===== config.mk =====
export PLATFORM = sky130hd
export DESIGN_NAME = router_sync_nch
export DESIGN_NICKNAME = d
export VERILOG_FILES = /design/src/rtl/router_pkg.sv /design/src/rtl/router_sync_timer.sv /design/src/rtl/router_sync_nch.sv
export SDC_FILE = /design/constraint.sdc
export NUM_CORES = 1
export LEC_CHECK = 0
export CORE_MARGIN = 2
export CORE_UTILIZATION = 41
export DETAILED_ROUTE_END_ITERATION = 16
export HOLD_SLACK_MARGIN = 0.03
export PLACE_DENSITY_LB_ADDON = 0.25
export SYNTH_ARGS = -nofsm -noshare
export SYNTH_HDL_FRONTEND = slang
export SYNTH_SLANG_ARGS = --single-unit

===== constraint.sdc =====
create_clock -name clock -period 1.1 [get_ports clock]
set_input_delay 0.22 -clock clock [delete_from_list [all_inputs] [get_ports clock]]
set_output_delay 0.22 -clock clock [all_outputs]
set_load 0.05 [all_outputs]

===== src/rtl/router_pkg.sv =====
// Shared defaults and helpers for the router synchronizer slice.
//   NUM_CH_DEF/ADDR_W_DEF/TIMEOUT_DEF/CNT_W_DEF : default parameter values
//   MAX_CH / MAX_ADDR_W                          : widest supported decode
//   onehot(addr, n) : MAX_CH-bit one-hot of addr, all-zero when addr >= n
package router_pkg;

  localparam int NUM_CH_DEF  = 3;
  localparam int ADDR_W_DEF  = 2;
  localparam int TIMEOUT_DEF = 30;
  localparam int CNT_W_DEF   = 5;
  localparam int MAX_CH      = 8;
  localparam int MAX_ADDR_W  = 8;

  function automatic logic [MAX_CH-1:0] onehot(input logic [MAX_ADDR_W-1:0] addr,
                                              input int unsigned           n);
    logic [MAX_CH-1:0] r;
    r = '0;
    // n never exceeds MAX_CH, so a passing compare keeps addr within 3 bits
    if ({24'd0, addr} < n[31:0]) r[addr[2:0]] = 1'b1;
    return r;
  endfunction

endpackage


===== src/rtl/router_sync_timer.sv =====
// Per-channel read-timeout timer.
//   clock, reset : rising-edge clock, async active-high reset
//   vld          : channel FIFO holds data
//   rd           : downstream is reading the channel this cycle
//   en           : timeout counting enabled for the channel
//   clr          : clear the sticky status flag
//   soft_reset   : one-cycle flush pulse after TIMEOUT unread-valid cycles
//   stat         : sticky timeout flag
module router_sync_timer #(
  parameter int TIMEOUT = 30,
  parameter int CNT_W   = 5
) (
  input  logic clock,
  input  logic reset,
  input  logic vld,
  input  logic rd,
  input  logic en,
  input  logic clr,
  output logic soft_reset,
  output logic stat
);

  localparam logic [CNT_W-1:0] LAST = CNT_W'(TIMEOUT - 1);

  logic [CNT_W-1:0] r_cnt;
  logic             r_pulse;
  logic             r_stat;
  logic             w_cond;
  logic             w_hit;

  assign w_cond = vld & ~rd & en;
  assign w_hit  = w_cond && (r_cnt == LAST);

  // Counter restarts on any broken cycle and after each pulse, so it never
  // passes LAST and the pulse cannot repeat on consecutive cycles.
  always_ff @(posedge clock or posedge reset) begin
    if (reset) begin
      r_cnt   <= '0;
      r_pulse <= 1'b0;
    end else if (!w_cond || w_hit) begin
      r_cnt   <= '0;
      r_pulse <= w_hit;
    end else begin
      r_cnt   <= r_cnt + CNT_W'(1);
      r_pulse <= 1'b0;
    end
  end

  // Set wins over clear so a timeout coinciding with a clear is not lost.
  always_ff @(posedge clock or posedge reset) begin
    if (reset)      r_stat <= 1'b0;
    else if (w_hit) r_stat <= 1'b1;
    else if (clr)   r_stat <= 1'b0;
  end

  assign soft_reset = r_pulse;
  assign stat       = r_stat;

endmodule


===== src/rtl/router_sync_nch.sv =====
// N-channel router synchronizer between the FSM front end and output FIFOs.
//   clock, reset   : rising-edge clock, async active-high reset
//   detect_add     : capture data_in as destination address
//   data_in        : header address field
//   write_enb_reg  : FSM write request
//   write_enb      : one-hot FIFO write enable (zero on bad address)
//   fifo_full      : full flag of addressed FIFO (zero on bad address)
//   addr_err       : latched address is not a valid channel
//   full, empty    : per-FIFO status
//   read_enb       : per-channel downstream read
//   vld_out        : per-channel data valid (~empty)
//   timeout_en     : per-channel timeout enable
//   soft_reset     : per-channel one-cycle flush pulse
//   timeout_stat   : per-channel sticky timeout flag
//   stat_clr       : per-channel status clear
module router_sync_nch
  import router_pkg::*;
#(
  parameter int NUM_CH  = NUM_CH_DEF,
  parameter int ADDR_W  = ADDR_W_DEF,
  parameter int TIMEOUT = TIMEOUT_DEF,
  parameter int CNT_W   = CNT_W_DEF
) (
  input  logic              clock,
  input  logic              reset,
  input  logic              detect_add,
  input  logic [ADDR_W-1:0] data_in,
  input  logic              write_enb_reg,
  output logic [NUM_CH-1:0] write_enb,
  output logic              fifo_full,
  output logic              addr_err,
  input  logic [NUM_CH-1:0] full,
  input  logic [NUM_CH-1:0] empty,
  input  logic [NUM_CH-1:0] read_enb,
  output logic [NUM_CH-1:0] vld_out,
  input  logic [NUM_CH-1:0] timeout_en,
  output logic [NUM_CH-1:0] soft_reset,
  output logic [NUM_CH-1:0] timeout_stat,
  input  logic [NUM_CH-1:0] stat_clr
);

  logic [ADDR_W-1:0]     r_addr;
  logic                  r_addr_err;
  logic [MAX_ADDR_W-1:0] w_addr_ext;
  logic [MAX_CH-1:0]     w_sel;
  logic [MAX_CH-1:0]     w_full_ext;

  always_ff @(posedge clock or posedge reset) begin
    if (reset) begin
      r_addr     <= '0;
      r_addr_err <= 1'b0;
    end else if (detect_add) begin
      r_addr     <= data_in;
      r_addr_err <= (32'(data_in) >= 32'(NUM_CH));
    end
  end

  always_comb begin
    w_addr_ext             = '0;
    w_addr_ext[ADDR_W-1:0] = r_addr;
    w_full_ext             = '0;
    w_full_ext[NUM_CH-1:0] = full;
  end

  // Decode is already zero for out-of-range addresses; the addr_err gate
  // keeps the outputs quiet off the latched flag as well.
  assign w_sel     = onehot(w_addr_ext, NUM_CH);
  assign fifo_full = !r_addr_err && |(w_full_ext & w_sel);
  assign addr_err  = r_addr_err;
  assign vld_out   = ~empty;

  for (genvar i = 0; i < NUM_CH; i++) begin : g_ch
    assign write_enb[i] = write_enb_reg && !r_addr_err && w_sel[i];

    router_sync_timer #(
      .TIMEOUT (TIMEOUT),
      .CNT_W   (CNT_W)
    ) u_tmr (
      .clock      (clock),
      .reset      (reset),
      .vld        (vld_out[i]),
      .rd         (read_enb[i]),
      .en         (timeout_en[i]),
      .clr        (stat_clr[i]),
      .soft_reset (soft_reset[i]),
      .stat       (timeout_stat[i])
    );
  end

endmodule


## Yosys cells after proc, flatten, opt, wreduce, memory -nomap -nowiden

Index checks and enable logic that the tools add are counted.

- Memory bits (writable): 0
- Memories kept: 0
- Bits in registers: 24
- Word-level logic and storage cells: 67
- Latch bits: 0
- Memory bits (read-only): 0

- Eq/ne operators: 3
- $lt $le $gt $ge: 4
- Multiplexer cells: 15
- $mul: 0
- Add/subtract/negate cells: 3
- Shifts and indexed selects: 0
- Reductions and logical operators: 20
- Bitwise gates (word level): 11
- Divide/modulo/power cells: 0

Operators by type and width:

| kind | count |
|---|---|
| $add 5x1->5 const B | 3 |
| $eq 5x5->1 const B | 3 |
| $mux 5 | 3 |
| $mux 1 | 10 |
| $logic_and 1x1->1 | 9 |
| $and 3x8->8 | 1 |
| $reduce_or 8->1 | 1 |
| $and 1x1->1 | 6 |
| $reduce_bool 2->1 | 3 |
| $logic_not 1->1 | 4 |
| $lt 2x4->1 const B | 1 |
| $mux 4 | 1 |
| $logic_or 1x1->1 | 3 |
| $not 1->1 | 3 |
| $not 3->3 | 1 |
| $demux 1 s2 | 1 |
| $ge 2x1->1 const B | 1 |
| $ge 2x2->1 const B | 1 |
| $lt 2x2->1 const B | 1 |

## Logic depth before layout (Yosys ltp)

Gate-level depths: netlist of run 1.

- Depth in word-level cells: 8
- Gate-level depth with buffers: 5
- Mapped depth without buffers: 5

## By module

From an unflattened synthesis of run 1, not the netlist that was laid out.

- Cell total of the unflattened synthesis: 99
- Area, all modules: 1094.8 µm²

Modules (own cells, without submodules):

| module | times used | cells each | area each (µm²) |
|---|---|---|---|
| router_sync_timer | 3 | 27 | 300.3 |
| router_sync_nch | 1 | 18 | 193.9 |

## Worst setup path after synthesis of run 1

OpenSTA, ideal clock, no wires.

- Path type: reg2out
- From: reg r_addr_err, in the netlist addr_err
- To: out write_enb[0]
- Cell stages (with the launch flop): 2
- Arrival time: 2.326 ns
- Setup slack: -1.446 ns
- Cell sequence: dfrtp_1 > nor4b_1

- Cells in the longest elaborated chain, start to end: 3

Ends and longest elaborated chain:

| what | line | RTL |
|---|---|---|
| start: declaration | router_sync_nch.sv:43 | `logic r_addr_err;` |
| start signal: assignment | router_sync_nch.sv:54 | `r_addr_err <= (32'(data_in) >= 32'(NUM_CH));` |
| $logic_not 1->1 | router_sync_nch.sv:73 | `assign write_enb[i] = write_enb_reg && !r_addr_err && w_sel[i];` |
| $logic_and 1x1->1 (2 in a row) | router_sync_nch.sv:73 |  |
| end: declaration | router_sync_nch.sv:29 | `output logic [NUM_CH-1:0] write_enb,` |

Every way passes these cells.

## Final worst setup path of run 1

- From: reg r_addr[1]
- To: out fifo_full

- Cells in the longest elaborated chain, start to end: 8
- Elaborated cells between the ends (all ways): 10
- Those cells by class: order compare (3); mux (3); bitwise (1); reduce/logical (3)

Ends and longest elaborated chain:

| what | line | RTL |
|---|---|---|
| start: declaration | router_sync_nch.sv:42 | `logic [ADDR_W-1:0] r_addr;` |
| start signal: assignment | router_sync_nch.sv:53 | `r_addr <= data_in;` |
| $lt 2x4->1 (not written as such) / $ge 2x1->1 (equally long branches) | router_pkg.sv:19 | `if ({24'd0, addr} < n[31:0]) r[addr[2:0]] = 1'b1;` |
| $logic_and 1x1->1 (not written as such) | router_pkg.sv:19 |  |
| $mux 1 (not written as such) | router_pkg.sv:19 |  |
| $demux 1 s2 | router_pkg.sv:19 |  |
| $mux 4 (*) | router_pkg.sv:19 |  |
| $and 3x8->8 (*) | router_sync_nch.sv:68 | `assign fifo_full = !r_addr_err && \|(w_full_ext & w_sel);` |
| $reduce_or 8->1 (*) | router_sync_nch.sv:68 |  |
| $logic_and 1x1->1 (*) | router_sync_nch.sv:68 |  |
| end: declaration | router_sync_nch.sv:30 | `output logic fifo_full,` |

Every way passes the cells marked *; elsewhere a longest branch is shown, timed or not.

==> results.py, run 1 <==
metrics = {
    "yosys": {
        "synth_nets": 133,
        "synth_area_sq_um": 1171,
        "synth_area_leaders": "dfrtp_1, ha_1, nor2_1",
        "yosysTopAreaCell": "dfrtp_1",
        "synth-seq-cells": 24,
        "ys_seq_area_frac": 0.5128,
        "synth.distinct_cells": 18,
        "synth_top_area_frac": 0.5128,
        "yosysWarnings": 0,
        "postSynthCellCount": 106,
        "synth.avg_cell_area_sq_um": 11.05,
    },
    "setup_path": {
        "reg2reg_slack_ns": -0.14,
        "required_ns": 0.88,
        "crit_slowest_cell": "dfrtp_2",
        "crit_path_end_kind": "primary output",
        "path_buf_inv": 1,
        "reg2reg_from": "g_ch[0].u_tmr.r_cnt[1]$_DFF_PP0_",
        "cp_max_fo": 6,
        "crit_arrival_ns": 1.41,
        "start_kind": "flip-flop",
        "crit_family": "flip-flops",
        "worstSetupPathType": "flip-flop to primary output",
        "startpoint": "r_addr[1]$_DFFE_PP0P_",
        "cp_cell_sequence": "mux2i_1, o21a_1, nor2_2, buf_12",
        "max_stage_delay_ns": 0.50,
    },
    "global_routing": {
        "grt_first_pass_wirelength_mm": 4.119,
        "grt_overflow": 0,
        "grt_pass1_vias": 897,
        "antenna_found_initial": 0,
        "grt_usage": 0.1652,
        "grt_max_degree": 25,
    },
    "detailed_routing": {
        "firstDrtPassIters": 4,
        "wl_per_cell_microns": 14.52,
        "drt_iter0_drc": 15,
        "wl_mm": 2.613,
        "ant_nets": 0,
        "drc": 0,
        "viasPerCell": 4.972,
        "vias": 895,
    },
    "clocking": {
        "clk_latency_ns": 0.33,
        "cts_htree_levels": 1,
        "cts_root_buf": "clkbuf_4",
        "cts.hold.buffers_added": 0,
        "cts_buffers": 3,
        "clockBufferDepth": 2,
        "clock_sinks": 24,
        "clk_pin_slew_ns": 0.14,
        "cts_tree": "done",
    },
    "power_and_ir_drop": {
        "ir_drop_uv": 707.0,
        "leakage_nw": 0.9268,
        "p_per_area_nw_per_um2": 976.3,
    },
    "timing": {
        "rsz0062_at_grt": "true",
        "whs_ns": 0.2139,
        "post-route-min-period_ns": 1.633,
        "finalCritPeriodShare": 1.485,
        "hold_violations": 0,
        "relSlewSlack": 0.8161,
        "setup_viol": 22,
        "max_freq_mhz": 612.4,
        "skew_ns": 0.01061,
        "setup_ws_ns": -0.5330,
        "tightest_slew_ns": 0.2755,
        "finalMaxSlewViolations": 0,
    },
    "finish": {
        "regArea_sq_um": 605.6,
        "num-nets-final": 177,
        "syn_to_final_growth_pct": 74.47,
        "drive_gt1_frac": 0.4564,
        "multi_input_area_sq_um": 691.9,
        "n_antenna_cell": 0,
        "n_fill_cell": 165,
    },
    "placement": {
        "place_ws_ns": -0.3352,
        "dp_hpwl_mm": 1.782,
        "port_buffers": 34,
        "gp_congestion": 0.7039,
    },
    "floorplanning": {
        "die_h_microns": 57.45,
        "core_area_sq_um": 2734,
        "dieArea_sq_um": 3300,
        "start_util": 0.4284,
        "rows": 19,
        "die_w_microns": 57.45,
        "ios": 35,
    },
    "hold_path": {
        "hold_class": "input port to asynchronous set/reset pin",
    },
    "run_status": {
        "violations": "setup timing",
        "status": "finished with violations",
    },
    "run": {
        "max_cap_violations": 0,
    },
}
## placed cells by master, fill, tap and decap left out
cell type | netlist | routed
bufinv_16 | 0 | 1
buf_4 | 9 | 8
nand3_4 | 0 | 2
o21ai_0 | 1 | 1
nor2_4 | 0 | 1
a21o_1 | 3 | 3
nand3_1 | 10 | 4
nand4_4 | 0 | 3
nand3_2 | 0 | 4
xnor2_1 | 3 | 3
clkbuf_4 | 0 | 3
ha_4 | 0 | 5
inv_2 | 0 | 2
nor4b_4 | 0 | 4
mux2i_1 | 1 | 1
o21a_1 | 1 | 1
nand3b_1 | 1 | 1
dfrtp_2 | 0 | 4
xor2_1 | 6 | 6
nor2_2 | 0 | 6
buf_6 | 0 | 5
nor4bb_4 | 0 | 2
nor2_1 | 19 | 12
ha_2 | 0 | 1
clkdlybuf4s50_1 | 0 | 17
dlygate4sd2_1 | 0 | 3
inv_1 | 11 | 9
mux2_2 | 2 | 2
dfrtp_1 | 24 | 20
buf_12 | 0 | 15
## logic make-up (layout without fill, tap and decap cells)
group	count (synthesis)	after routing	synth area share
muxes	3	3	0.02778
xor gates and xnor gates	9	9	0.06731
DFF	24	24	0.5128
AOI/OAI and AO/OA	5	5	0.02991
adders and majority gates	6	6	0.06410
and+or+nand+nor	39	39	0.2051
buffers and inverters	20	63	0.09294
## worst paths after layout
path	to	depth (start not counted)
max	fifo_full	4
min	g_ch[2].u_tmr.soft_reset$_DFF_PP0_	3
max reg2reg	g_ch[0].u_tmr.stat$_DFFE_PP0P_	5
min reg2reg	g_ch[1].u_tmr.r_cnt[0]$_DFF_PP0_	1
max in group asynchronous	r_addr[0]$_DFFE_PP0P_	3
min in group clock	g_ch[1].u_tmr.soft_reset$_DFF_PP0_	2
## through the flow
| step | cell area, sq um | utilization | std cells | power [W] | TNS [ns] |
|---|---|---|---|---|---|
| global placement | 1744 | 0.6380 | 170 | 0.001310 | -2.667 |
| CTS | 1958 | 0.7162 | 178 | 0.001980 | -2.834 |
| floorplan | 1220 | - | 106 | 0.001110 | -1.426 |
| finish | 2043 | 0.7474 | 180 | 0.001995 | -3.088 |
| detailed placement | 1744 | 0.6380 | 170 | 0.001319 | -3.319 |
| global route | 2043 | 0.7474 | 180 | 0.002063 | -4.375 |
## power by group
group | switching [W] | internal, W
Combinational | 0.000180 | 0.000225
Sequential | 0.0000363 | 0.000900
Clock | 0.000284 | 0.000369
Total | 0.000500 | 0.00149
## sequential cells by signal (all words and copies together), names as in the netlist
signal	flops
g_ch.u_tmr.stat	3
g_ch.u_tmr.r_cnt	15
r_addr	2
g_ch.u_tmr.soft_reset	3
addr_err	1
## worst min-delay path, delay by kind of cell
| family | cells | cell delay, ns |
|---|---|---|
| buffers and inverters | 3 | 0.69 |
## cells in the mapped netlist
cell type,n
xnor2_1,3
nand4_2,3
nor4b_1,1
mux2i_1,1
xor2_1,6
inv_1,11
ha_1,6
buf_4,9
nand3_1,10
nor4bb_1,2
mux2_2,2
o21ai_0,1
dfrtp_1,24
nand3b_1,1
a21o_1,3
nor4b_2,3
o21a_1,1
nor2_1,19
## timing repair
item / CTS / global route
resized for setup: 29 / 16
pin swaps: 8 / 10
buffers inserted: 4 / 3
setup endpoints to repair: 35 / 32
cloned: 0 / 0
## layout make-up
class                      instances  area share
tap                               31     0.01898
sequential                        24      0.2964
multi-input combinational         62      0.3386
timing repair buffer              48      0.3001
inverter                          11     0.02021
clock buffer                       3     0.01102
clock inverter                     1     0.01470
## per-layer routing
layer | GRT usage | vias to the layer above | part of all wire
li1 | - | 427 | -
met1 | 0.2099 | 436 | 0.44
met2 | 0.2776 | 28 | 0.50
met3 | 0.02721 | 4 | 0.047
met4 | 0.06977 | 0 | 0.014
met5 | 0 | - | 0
Note: power is estimated with default switching activity, not from simulation.
==> inputs of run 2 (changes only) <==
--- a/config.mk
+++ b/config.mk
@@ -6,10 +6,11 @@
 export NUM_CORES = 1
 export LEC_CHECK = 0
 export CORE_MARGIN = 2
-export CORE_UTILIZATION = 41
+export CORE_UTILIZATION = 40
 export DETAILED_ROUTE_END_ITERATION = 16
 export HOLD_SLACK_MARGIN = 0.03
 export PLACE_DENSITY_LB_ADDON = 0.25
 export SYNTH_ARGS = -nofsm -noshare
 export SYNTH_HDL_FRONTEND = slang
+export SYNTH_HIERARCHICAL = 1
 export SYNTH_SLANG_ARGS = --single-unit
==> results.py, run 2 <==
metrics = {
    "detailed_routing": {
        "viasPerCell": 4.969,
        "wl_mm": 2.507,
        "wl_per_cell_microns": 13.06,
        "drc": 0,
        "ant_nets": 0,
        "vias": 954,
        "drt_iter0_drc": 23,
        "firstDrtPassIters": 4,
    },
    "clocking": {
        "clockBufferDepth": 2,
        "clock_sinks": 24,
        "clk_latency_ns": 0.31,
        "cts_tree": "done",
        "clk_pin_slew_ns": 0.13,
        "cts_htree_levels": 1,
        "cts_buffers": 3,
        "cts_root_buf": "clkbuf_4",
        "cts.hold.buffers_added": 0,
    },
    "yosys": {
        "synth-seq-cells": 24,
        "yosysWarnings": 6,
        "postSynthCellCount": 99,
        "synthFlopType": "dfrtp_1",
        "async_flop_share": 1.000,
        "synth.most_common_cell": "dfrtp_1",
        "synth.top_cells.by_count": "dfrtp_1, nor2_1, inv_1",
        "synth_nets": 126,
        "synth_area_sq_um": 1095,
        "synth_area_leaders": "dfrtp_1, ha_1, nor2_1",
        "yosysTopAreaCell": "dfrtp_1",
        "synth_edf_count": 0,
        "ys_seq_area_frac": 0.5486,
        "synth.distinct_cells": 19,
        "synth_top_area_frac": 0.5486,
        "synth.avg_cell_area_sq_um": 11.06,
    },
    "run": {
        "max_cap_violations": 0,
    },
    "timing": {
        "post-route-min-period_ns": 1.592,
        "max_freq_mhz": 628.3,
        "finalCritPeriodShare": 1.447,
        "hold_violations": 0,
        "tightest_slew_ns": 0.2830,
        "rsz0062_at_grt": "true",
        "finalMaxSlewViolations": 0,
        "relSlewSlack": 0.8111,
        "setup_ws_ns": -0.4916,
        "setup_viol": 28,
        "skew_ns": 0.001834,
        "whs_ns": 0.1866,
    },
    "setup_path": {
        "crit_path_end_kind": "primary output",
        "start_kind": "flip-flop",
        "r2r_cells": 6,
        "required_ns": 0.88,
        "cp_max_fo": 5,
        "crit_arrival_ns": 1.37,
        "worstSetupPathType": "flip-flop to primary output",
        "reg2reg_slack_ns": -0.24,
    },
    "finish": {
        "n_fill_cell": 162,
        "final_common_cell": "buf_4",
        "n_antenna_cell": 0,
        "top_register": "g_ch.u_tmr/r_cnt",
        "syn_to_final_growth_pct": 81.71,
        "num-nets-final": 190,
        "final_util": 0.7817,
        "layout_common_cells": "buf_4, dfrtp_1, clkdlybuf4s50_1, buf_12, nor2_2",
        "fin_area_sq_um": 1989,
        "drive_gt1_frac": 0.5000,
        "largest_reg_flops": 15,
    },
    "global_routing": {
        "busiest_layer": "met2",
        "grt_overflow": 0,
        "grt_pass1_vias": 982,
        "use_met1": 0.1919,
        "grt_usage": 0.1716,
        "grt_first_pass_wirelength_mm": 4.236,
        "grt_max_degree": 14,
        "grt_use_met2": 0.3143,
        "met3_usage": 0.03456,
        "antenna_found_initial": 0,
    },
    "floorplanning": {
        "ios": 35,
        "start_util": 0.4302,
        "dieArea_sq_um": 3171,
        "core_area_sq_um": 2545,
        "rows": 18,
        "die_h_microns": 56.32,
        "die_w_microns": 56.32,
    },
    "placement": {
        "dp_hpwl_mm": 1.926,
        "place_area_sq_um": 1819,
        "place_ws_ns": -0.3715,
        "port_buffers": 34,
        "gp_congestion": 0.7816,
    },
    "power_and_ir_drop": {
        "leakage_nw": 0.9142,
        "p_per_area_nw_per_um2": 902.2,
        "ir_drop_uv": 672.3,
    },
    "run_status": {
        "violations": "setup timing",
        "status": "finished with violations",
    },
    "hold_path": {
        "hold_class": "input port to asynchronous set/reset pin",
    },
}
run 2: final timing paths:
kind | end | from
setup reg to reg | g_ch[0].u_tmr/r_cnt[4]$_DFF_PP0_ | g_ch[0].u_tmr/r_cnt[0]$_DFF_PP0_
min in group clock | g_ch[2].u_tmr/soft_reset$_DFF_PP0_ | empty[2]
max in group asynchronous | g_ch[2].u_tmr/r_cnt[0]$_DFF_PP0_ | reset
hold / removal | addr_err$_DFFE_PP0P_ | reset
setup / recovery | write_enb[2] | r_addr[0]$_DFFE_PP0P_
hold reg to reg | g_ch[2].u_tmr/r_cnt[0]$_DFF_PP0_ | g_ch[2].u_tmr/r_cnt[0]$_DFF_PP0_
run 2: per-stage QoR:
stage	cells	power, W	TNS, ns
floorplan	99	0.001106	-2.230
global placement	183	0.001313	-6.935
detailed placement	183	0.001325	-7.555
CTS	190	0.001795	-4.846
global route	192	0.001880	-6.916
finish	192	0.001795	-4.845
run 2: cells by family after synthesis:
family / after synthesis / share of synthesized area
and+or+nand+nor: 38 / 0.1966
DFF: 24 / 0.5486
buffers and inverters: 14 / 0.04800
xor gates and xnor gates: 9 / 0.07200
adders and majority gates: 6 / 0.06857
AOI/OAI and AO/OA: 5 / 0.03656
muxes: 3 / 0.02971
run 2: routing by layer:
metal | share of wire | up-vias | wire length (microns)
li1 | - | 458 | -
met2 | 0.54 | 29 | 1351
met1 | 0.40 | 463 | 998
met3 | 0.048 | 4 | 121
met5 | 0 | - | 0
met4 | 0.014 | 0 | 35
run 2: worst max-delay path, stage by stage (launching register included):
cell and delay [ns]:
dfrtp_2 0.47, buf_6 0.13, and4bb_4 0.33, buf_12 0.13
run 2: final cells by class:
cell class | count | area (sq um) | area share
Clock buffer | 4 | 36.28 | 0.01824
Inverter | 14 | 63.81 | 0.03208
Multi-Input combinational cell | 61 | 575.6 | 0.2893
Sequential cell | 24 | 604.3 | 0.3038
Tap cell | 30 | 37.54 | 0.01887
Timing Repair Buffer | 59 | 671.9 | 0.3377
run 2: power breakdown:
part | switching (W) | total, W | internal (W)
Clock | 0.000253 | 0.000455 | 0.000202
Combinational | 0.000184 | 0.000412 | 0.000228
Sequential | 0.0000277 | 0.000928 | 0.000900
Total | 0.000465 | 0.00179 | 0.00133
run 2: what timing repair did:
action,CTS,global route
pin swaps,7,5
gates resized for setup,17,13
setup endpoints to repair,35,32
setup buffers,3,2
==> inputs of run 3 (changes only) <==
==> constraint.sdc (replaced) <==
create_clock -name clock -period 1.1 [get_ports clock]
set_input_delay 0.275 -clock clock [delete_from_list [all_inputs] [get_ports clock]]
set_output_delay 0.275 -clock clock [all_outputs]
set_load 0.05 [all_outputs]
==> results.py, run 3 (synthesized netlist as in run 2, its figures left out) <==
metrics = {
    "power_and_ir_drop": {
        "power.share.switching": 0.2594,
        "power_frac_comb": 0.225,
        "p_per_area_nw_per_um2": 913.6,
        "clkPwrFrac": 0.254,
        "intPower_w": 0.001321,
        "p_total_w": 0.001783,
        "p_sw_w": 0.0004625,
        "leakage_nw": 0.8955,
        "ir_drop_uv": 781.8,
        "seq_power_share": 0.521,
    },
    "placement": {
        "port_buffers": 34,
        "place_ws_ns": -0.4771,
        "place_area_sq_um": 1797,
        "gp_congestion": 0.7770,
        "dp_hpwl_mm": 1.971,
    },
    "finish": {
        "top_register": "g_ch.u_tmr/r_cnt",
        "final_common_cell": "dfrtp_1",
        "n_antenna_cell": 0,
        "syn_to_final_growth_pct": 78.29,
        "drive_gt1_frac": 0.4620,
        "fin_area_sq_um": 1952,
        "final_util": 0.7670,
        "num-nets-final": 186,
        "layout_common_cells": "dfrtp_1, buf_4, clkdlybuf4s50_1, buf_12, inv_1",
        "largest_reg_flops": 15,
    },
    "clocking": {
        "clockBufferDepth": 2,
        "cts_buffers": 3,
        "cts_tree": "done",
        "cts.hold.buffers_added": 0,
        "clk_pin_slew_ns": 0.12,
        "clk_latency_ns": 0.31,
        "cts_htree_levels": 1,
        "clock_sinks": 24,
        "cts_root_buf": "clkbuf_4",
    },
    "detailed_routing": {
        "vias": 923,
        "drc": 0,
        "wl_per_cell_microns": 13.15,
        "wl_mm": 2.473,
        "firstDrtPassIters": 3,
        "viasPerCell": 4.910,
        "drt_iter0_drc": 21,
        "ant_nets": 0,
    },
    "timing": {
        "hold_violations": 0,
        "finalSetupTns_ns": -5.055,
        "max_freq_mhz": 610.3,
        "finalCritPeriodShare": 1.490,
        "skew_ns": 0.005461,
        "rsz0062_at_grt": "true",
        "post-route-min-period_ns": 1.639,
        "tightest_slew_ns": 0.2895,
        "setup_viol": 29,
        "relSlewSlack": 0.8056,
        "finalMaxSlewViolations": 0,
        "setup_ws_ns": -0.5386,
    },
    "setup_path": {
        "r2r_cells": 4,
        "cp_cell_sequence": "mux2i_2, o31ai_4, buf_12",
        "crit_slowest_cell": "dfrtp_2",
        "crit_path_end_kind": "primary output",
        "max_stage_delay_ns": 0.48,
        "reg2reg_slack_ns": -0.17,
        "required_ns": 0.82,
        "r2r_end": "g_ch[2].u_tmr/r_cnt[3]$_DFF_PP0_",
        "cp_max_fo": 5,
        "reg2reg_from": "g_ch[2].u_tmr/r_cnt[0]$_DFF_PP0_",
        "start_kind": "flip-flop",
        "worstSetupPathType": "flip-flop to primary output",
        "crit_arrival_ns": 1.36,
    },
    "floorplanning": {
        "die_w_microns": 56.32,
        "core_area_sq_um": 2545,
        "start_util": 0.4302,
        "ios": 35,
        "dieArea_sq_um": 3171,
        "die_h_microns": 56.32,
        "rows": 18,
    },
    "run_status": {
        "violations": "setup timing",
        "status": "finished with violations",
    },
    "hold_path": {
        "hold_class": "input port to asynchronous set/reset pin",
    },
    "global_routing": {
        "grt_usage": 0.1756,
        "grt_first_pass_wirelength_mm": 4.347,
        "grt_overflow": 0,
        "grt_pass1_vias": 1044,
        "grt_max_degree": 14,
        "antenna_found_initial": 0,
    },
    "run": {
        "max_cap_violations": 0,
    },
}
[run 3: timing repair]
action	in CTS	in global routing
pin swaps	3	4
resized for setup	16	13
endpoints found under the setup margin	35	33
buffers inserted	4	0
[run 3: how the worst max path moves through the flow]
stage                          start  cells past startpoint            to  slack [ns]
4_1_cts        r_addr[0]$_DFFE_PP0P_                      3     fifo_full       -0.56
3_3_place_gp                 full[0]                      4     fifo_full       -0.46
3_5_place_dp                 full[1]                      4     fifo_full       -0.48
6_report       r_addr[0]$_DFFE_PP0P_                      3     fifo_full       -0.54
5_1_grt        r_addr[0]$_DFFE_PP0P_                      3     fifo_full       -0.61
2_1_floorplan   addr_err$_DFFE_PP0P_                      1  write_enb[0]       -0.36
[run 3: worst max-delay path: cells and delay by family (launching register included)]
family / cells / cell delay, ns
compound gates: 1 / 0.22
flops: 1 / 0.48
buf+inv: 1 / 0.17
mux: 1 / 0.18
[run 3: final cells by class]
type	count	area, sq um
repair buffers	55	644.4
flip-flops and latches	24	604.3
fillers	163	593.1
multi-input cells	61	565.5
inverters	14	63.81
well taps	30	37.54
clock buffers	4	36.28
[run 3: power groups by stage]
stage                     logic (W)  clock network, W  registers (W)
final                      0.000400          0.000453       0.000929
after CTS                  0.000395          0.000469       0.000929
after global placement     0.000362                 0       0.000943
after detailed placement   0.000372                 0       0.000946
after global routing       0.000425          0.000507       0.000934
after floorplan            0.000153                 0       0.000952
[run 3: through the flow]
stage | instances | hold slack, ns
floorplan | 99 | 0.02851
global placement | 180 | 0.5222
detailed placement | 180 | 0.5392
CTS | 188 | 0.2126
global route | 188 | 0.2265
finish | 188 | 0.2182
[run 3: metal layers]
metal	vias up	wire, microns	global-route usage
met5	-	0	0
met4	0	57	0.07143
met3	6	139	0.04147
met2	32	1295	0.3311
met1	439	981	0.1847
li1	446	-	-
